===== src/rtl/aud_sample_feeder.sv =====
// aud_sample_feeder: sample FIFO between the core and the audio PWM stage.
// The core writes PCM samples over a valid/ready port. The PWM stage receives
// one sample per transfer over a first-word fall-through valid/ready port.
// Playback first primes the FIFO to PRIME_LEVEL entries. Underruns substitute
// a mid-scale sample. Flush clears the buffer. low_water_o is a refill hint.
//
// Optional feature macro: AUD_FEEDER_HOLD_LAST_EN. When it is defined, an
// underrun repeats the last sample that left the FIFO instead of mid-scale.
//
// Ports:
//   clk_i, resetn_i        clock, asynchronous active-low reset
//   enable_i               playback enable (level)
//   flush_i                synchronous FIFO clear (level)
//   wr_valid_i/wr_data_i   upstream sample in; wr_ready_o is the FIFO accept
//   smp_valid_o/smp_data_o sample offered to the PWM stage; smp_ready_i accepts
//   level_o                current occupancy
//   low_water_o            level_o <= LOW_WM
//   underrun_o             one-cycle pulse on an underrun transfer
//   busy_o                 state is not idle
module aud_sample_feeder #(
  parameter int unsigned DATA_WIDTH  = 8,
  parameter int unsigned DEPTH       = 16,
  parameter int unsigned PRIME_LEVEL = 8,
  parameter int unsigned LOW_WM      = 4
) (
  input  logic                       clk_i,
  input  logic                       resetn_i,
  input  logic                       enable_i,
  input  logic                       flush_i,
  input  logic                       wr_valid_i,
  input  logic [DATA_WIDTH-1:0]      wr_data_i,
  output logic                       wr_ready_o,
  output logic                       smp_valid_o,
  output logic [DATA_WIDTH-1:0]      smp_data_o,
  input  logic                       smp_ready_i,
  output logic [$clog2(DEPTH):0]     level_o,
  output logic                       low_water_o,
  output logic                       underrun_o,
  output logic                       busy_o
);

  localparam int unsigned AW = $clog2(DEPTH);
  localparam int unsigned LW = AW + 1;
  localparam logic [LW-1:0] DepthLv = LW'(DEPTH);
  localparam logic [LW-1:0] PrimeLv = LW'(PRIME_LEVEL);
  localparam logic [LW-1:0] LowLv   = LW'(LOW_WM);
  localparam logic [DATA_WIDTH-1:0] Mid = {1'b1, {(DATA_WIDTH-1){1'b0}}};

  typedef enum logic [1:0] {StIdle, StPrime, StRun} state_e;

  state_e                state_q, state_d;
  logic [AW-1:0]         wr_ptr_q, wr_ptr_d;
  logic [AW-1:0]         rd_ptr_q, rd_ptr_d;
  logic [LW-1:0]         level_q, level_d;
  logic [DATA_WIDTH-1:0] mem_q [DEPTH];
  logic [DATA_WIDTH-1:0] head;
  logic [DATA_WIDTH-1:0] ur_data;
  logic                  empty, push, pop, xfer;

  assign head       = mem_q[rd_ptr_q];
  assign empty      = (level_q == '0);
  // No path from smp_ready_i: a full FIFO stays not-ready even while popping.
  assign wr_ready_o = (level_q < DepthLv) && !flush_i;
  assign push       = wr_valid_i && wr_ready_o;
  assign xfer       = smp_valid_o && smp_ready_i;
  // A transfer during flush still completes, but the entry is not popped.
  assign pop        = xfer && !empty && !flush_i;

  assign level_o     = level_q;
  assign low_water_o = (level_q <= LowLv);
  assign underrun_o  = xfer && empty;

`ifdef AUD_FEEDER_HOLD_LAST_EN
  logic [DATA_WIDTH-1:0] hold_q;

  always_ff @(posedge clk_i or negedge resetn_i) begin
    if (!resetn_i) begin
      hold_q <= Mid;
    end else if (flush_i) begin
      hold_q <= Mid;
    end else if (pop) begin
      hold_q <= head;
    end
  end

  assign ur_data = hold_q;
`else
  assign ur_data = Mid;
`endif

  // State register.
  always_ff @(posedge clk_i or negedge resetn_i) begin
    if (!resetn_i) begin
      state_q <= StIdle;
    end else begin
      state_q <= state_d;
    end
  end

  // Next-state logic.
  always_comb begin
    state_d = state_q;
    if (!enable_i) begin
      state_d = StIdle;
    end else begin
      case (state_q)
        StIdle:  if (!flush_i) state_d = StPrime;
        StPrime: if (!flush_i && (level_q >= PrimeLv)) state_d = StRun;
        StRun:   if (flush_i) state_d = StPrime;
        default: state_d = StIdle;
      endcase
    end
  end

  // Output logic.
  always_comb begin
    smp_valid_o = 1'b0;
    smp_data_o  = Mid;
    busy_o      = (state_q != StIdle);
    case (state_q)
      StRun: begin
        smp_valid_o = 1'b1;
        smp_data_o  = empty ? ur_data : head;
      end
      default: ;
    endcase
  end

  // Pointer and occupancy bookkeeping; pointers wrap naturally at DEPTH.
  always_comb begin
    wr_ptr_d = wr_ptr_q;
    rd_ptr_d = rd_ptr_q;
    level_d  = level_q;
    if (flush_i) begin
      wr_ptr_d = '0;
      rd_ptr_d = '0;
      level_d  = '0;
    end else begin
      if (push) wr_ptr_d = wr_ptr_q + AW'(1);
      if (pop)  rd_ptr_d = rd_ptr_q + AW'(1);
      level_d = level_q + LW'(push) - LW'(pop);
    end
  end

  always_ff @(posedge clk_i or negedge resetn_i) begin
    if (!resetn_i) begin
      wr_ptr_q <= '0;
      rd_ptr_q <= '0;
      level_q  <= '0;
    end else begin
      wr_ptr_q <= wr_ptr_d;
      rd_ptr_q <= rd_ptr_d;
      level_q  <= level_d;
    end
  end

  // Sample storage needs no reset: nothing is read unless level_q counts it.
  always_ff @(posedge clk_i) begin
    if (push) begin
      mem_q[wr_ptr_q] <= wr_data_i;
    end
  end

endmodule


===== config.mk =====
export PLATFORM = sky130hd
export DESIGN_NAME = aud_sample_feeder
export DESIGN_NICKNAME = d
export VERILOG_FILES = /design/src/rtl/aud_sample_feeder.sv
export SDC_FILE = /design/constraint.sdc
export NUM_CORES = 1
export LEC_CHECK = 0
export BUFFER_PORTS_ARGS = -buffer_cell sky130_fd_sc_hd__buf_4
export CAP_MARGIN = 20
export CORE_MARGIN = 3
export CORE_UTILIZATION = 41
export DETAILED_ROUTE_END_ITERATION = 16
export RECOVER_POWER = 100
export SYNTH_ARGS = -nofsm -noshare
export SYNTH_HDL_FRONTEND = slang
export SYNTH_SLANG_ARGS = --single-unit

===== constraint.sdc =====
create_clock -name clk_i -period 3 [get_ports clk_i]
set_input_delay 0.15 -clock clk_i [delete_from_list [all_inputs] [get_ports clk_i]]
set_output_delay 0.15 -clock clk_i [all_outputs]
set_load 0.02 [all_outputs]

==> impl_metrics.py <==
metrics = {
    "floorplan": {
        "initial_core_util_pct": 42.8,
        "coreArea_mm2": 0.0141,
        "die_width_um": 127,
        "io_pins": 32,
        "std_cell_rows": 43,
        "fp.dieH_um": 127,
        "die_area_mm2": 0.0163,
    },
    "synth": {
        "synth_common_cells": "edfxtp_1 (128), mux4_2 (25), and2_1 (17), dfrtp_1 (15), ha_1 (14)",
        "synthTopCellsByArea": "edfxtp_1 (64%), mux4_2 (9.3%), dfrtp_1 (6.2%)",
        "synth_edf_count": 128,
        "synth_flop_cell": "edfxtp_1",
        "ys_seq_area_share_pct": 69.7,
        "yosysWarnings": 0,
        "netlist_instances": 330,
        "avgSynthCellArea_um2": 18.3,
        "synth_area_mm2": 0.00605,
        "yosysMostFrequentCell": "edfxtp_1",
        "ys_ff_latch": 143,
        "ys_types": 42,
        "syn_nets": 359,
        "yosys.area.top_type": "edfxtp_1",
        "async_reset_ff_share_pct": 10.5,
        "synth_top_area_share_pct": 63.5,
    },
    "layout": {
        "antenna_cells": 0,
        "fin_nets": 401,
        "fin_area_mm2": 0.00705,
        "register_area_mm2": 0.00422,
        "multi_input_area_mm2": 0.00168,
        "drive_above_1_share_pct": 18.0,
        "nFillCells": 1158,
        "fin_util_pct": 49.8,
        "area_growth_pct": 16.4,
    },
    "routing": {
        "drt_pre_antenna_iters": 4,
        "wirelength_um": 11400,
        "routed_via_density": 5.41,
        "routedWlPerCell_um": 20.3,
        "num_vias": 3049,
        "dr.first_iter.drc_count": 293,
        "drc": 0,
        "antenna_left": 0,
    },
    "setup_path": {
        "worstSetupEndpointType": "flip-flop",
        "timing.rr.end": "level_o[4]$_DFF_PN0_",
        "cp.required_ns": 3.30,
        "worst_ep_arrival_time_ns": 3.03,
        "worstReg2RegStart": "level_o[3]$_DFF_PN0_",
        "cp-start-kind": "flip-flop",
        "path_max_fanout": 4,
        "worstSetupPathType": "reg -> reg",
        "path_cells": "inv_1 > ha_1 > nor4b_1 > nor3_1 > ha_1 > inv_1 > ha_1 > inv_1 > fa_1 > nand2b_1 > a21oi_1 > or3_1 > a21oi_1",
        "critical_path_buf_inv_count": 3,
        "reg2reg_slack_ns": 0.27,
        "max_stage_delay_ns": 0.39,
        "ff2ff_path_depth": 13,
        "cpLargestDelayFamily": "adder cells",
        "slowest_stage": "dfrtp_1",
    },
    "cts": {
        "clock_path_buffers": 2,
        "clkSinkCount": 143,
        "tritoncts": "built",
        "htreeDepth": 4,
        "path_clk_slew_ns": 0.06,
        "ctsResizeCount": 0,
        "numCtsBuffers": 17,
        "cts-root-buf": "clkbuf_16",
        "insertion_delay_ns": 0.42,
    },
    "power": {
        "powerDensity_mw_per_mm2": 707,
        "ir_drop_v": 0.000433,
        "p_leak_nw": 2.30,
    },
    "placement": {
        "portBuffers": 31,
        "place_hpwl_um": 7350,
        "gp_congestion": 0.787,
        "dpl_cell_area_mm2": 0.00648,
        "place_ws_ns": 0.275,
    },
    "run": {
        "max-cap-violations": 0,
    },
    "timing": {
        "tns_ns": 0,
        "tightest_slew_ns": 0.893,
        "finClkSkew_ns": 0.00723,
        "setup_slack_ns": 0.269,
        "post-route-min-period_ns": 2.73,
        "finalCritPeriodShare_pct": 91.0,
        "final-hold-violation-count": 0,
        "drv_slew": 0,
        "relSlewSlack_pct": 40.5,
        "holdWs_ns": 0.0432,
        "fmax_ghz": 0.366,
        "finalSetupViolations": 0,
        "rsz0062_at_grt": "false",
    },
    "global_route": {
        "grt_pass1_vias": 3266,
        "grt_usage_pct": 15.4,
        "antenna_found_initial": 0,
        "grt_max_degree": 29,
        "overflow": 0,
        "grt_pass1_wl_um": 18300,
    },
    "worst_hold_path": {
        "hold_path_depth": 2,
        "min_path_type": "in -> reg",
        "min_from": "flush_i",
        "min_to": "rd_ptr_q[0]$_DFFE_PN0P_",
    },
    "status": {
        "status": "finished, final reports clean",
    },
}
-- what timing repair did --
| item | CTS | global route |
|---|---|---|
| setup buffers | 0 | 0 |
| setup endpoints to repair | 0 | 0 |
| hold buffers | 2 | 0 |
| endpoints found under the hold margin | 17 | 0 |
-- power breakdown --
part,internal (mW),switching [mW],total (mW)
logic,0.170,0.268,0.438
clock network,1.47,0.803,2.28
registers,2.22,0.0391,2.26
-- through the flow --
step	total power, mW	std cells
CTS	5.07	564
floorplan	2.59	330
finish	4.98	564
detailed placement	2.79	531
global placement	2.78	531
global route	5.17	564
-- kinds of logic after synthesis --
family,Yosys count,share of synthesized area (%)
flops,143,69.7
simple gates,69,6.66
mux,39,13.5
compound gates,28,3.23
buf+inv,28,2.52
fa+ha+maj,15,3.23
xor+xnor,8,1.16
-- flip-flops by register name, summed over array words and instances, names as in the netlist --
| signal | flops |
|---|---|
| wr_ptr_q | 4 |
| level_o | 5 |
| mem_q | 128 |
| rd_ptr_q | 4 |
| state_q | 2 |
-- worst max-delay path by stage --
stage	start	end	slack, ns	cells past startpoint
6_report	level_o[3]$_DFF_PN0_	level_o[4]$_DFF_PN0_	0.27	13
5_1_grt	rd_ptr_q[1]$_DFFE_PN0P_	smp_data_o[1]	0.07	6
4_1_cts	rd_ptr_q[1]$_DFFE_PN0P_	smp_data_o[1]	0.19	6
3_5_place_dp	level_o[3]$_DFF_PN0_	level_o[4]$_DFF_PN0_	0.28	13
3_3_place_gp	level_o[3]$_DFF_PN0_	level_o[4]$_DFF_PN0_	0.37	13
2_1_floorplan	level_o[3]$_DFF_PN0_	level_o[4]$_DFF_PN0_	0.16	13
-- routing by layer --
metal	wire (um)	up-vias	share of wire, %	GRT usage [%]
met3	444	22	3.9	4.18
met5	0	-	0	0
met4	252	0	2.2	7.07
met1	4980	1575	44	19.8
li1	-	1393	-	-
met2	5750	59	50	24.6
-- worst reg2reg max path: cells and delay by family, from the launching register on --
family,cells,cell delay [ns]
flops,1,0.39
fa+ha+maj,4,1.03
buf+inv,3,0.24
simple gates,4,0.71
compound gates,2,0.24
-- layout make-up --
| cell class | count | area share, % |
|---|---|---|
| Multi-Input combinational cell | 159 | 23.9 |
| Clock buffer | 18 | 6.09 |
| Tap cell | 180 | 3.20 |
| Timing Repair Buffer | 38 | 3.29 |
| Clock inverter | 13 | 2.98 |
| Inverter | 13 | 0.693 |
| Sequential cell | 143 | 59.9 |
-- cell usage in the layout, fill, tap and decap left out, types with 2 or more instances in the layout --
master,synthesis,final
edfxtp_1,128,128
clkbuf_1,3,26
mux4_2,25,25
and2_0,0,17
clkbuf_16,0,17
ha_1,14,14
dfrtp_1,15,14
inv_1,13,13
a211oi_1,13,13
nor2_1,13,13
nor2b_1,9,9
mux2i_1,7,7
mux4_1,7,7
buf_4,2,7
nand2_1,6,6
a21oi_1,5,5
xnor2_1,5,5
bufinv_16,0,5
nor3_1,4,4
o21ai_0,4,4
nand3b_1,3,3
xor2_1,3,3
nor3b_1,3,3
inv_6,0,3
clkinv_4,0,3
buf_12,0,3
nor4b_1,2,2
nand2b_1,2,2
nand3_1,2,2
nand4_1,2,2
clkinv_1,0,2
dlygate4sd3_1,0,2
Power figures use the tool's default switching activity.
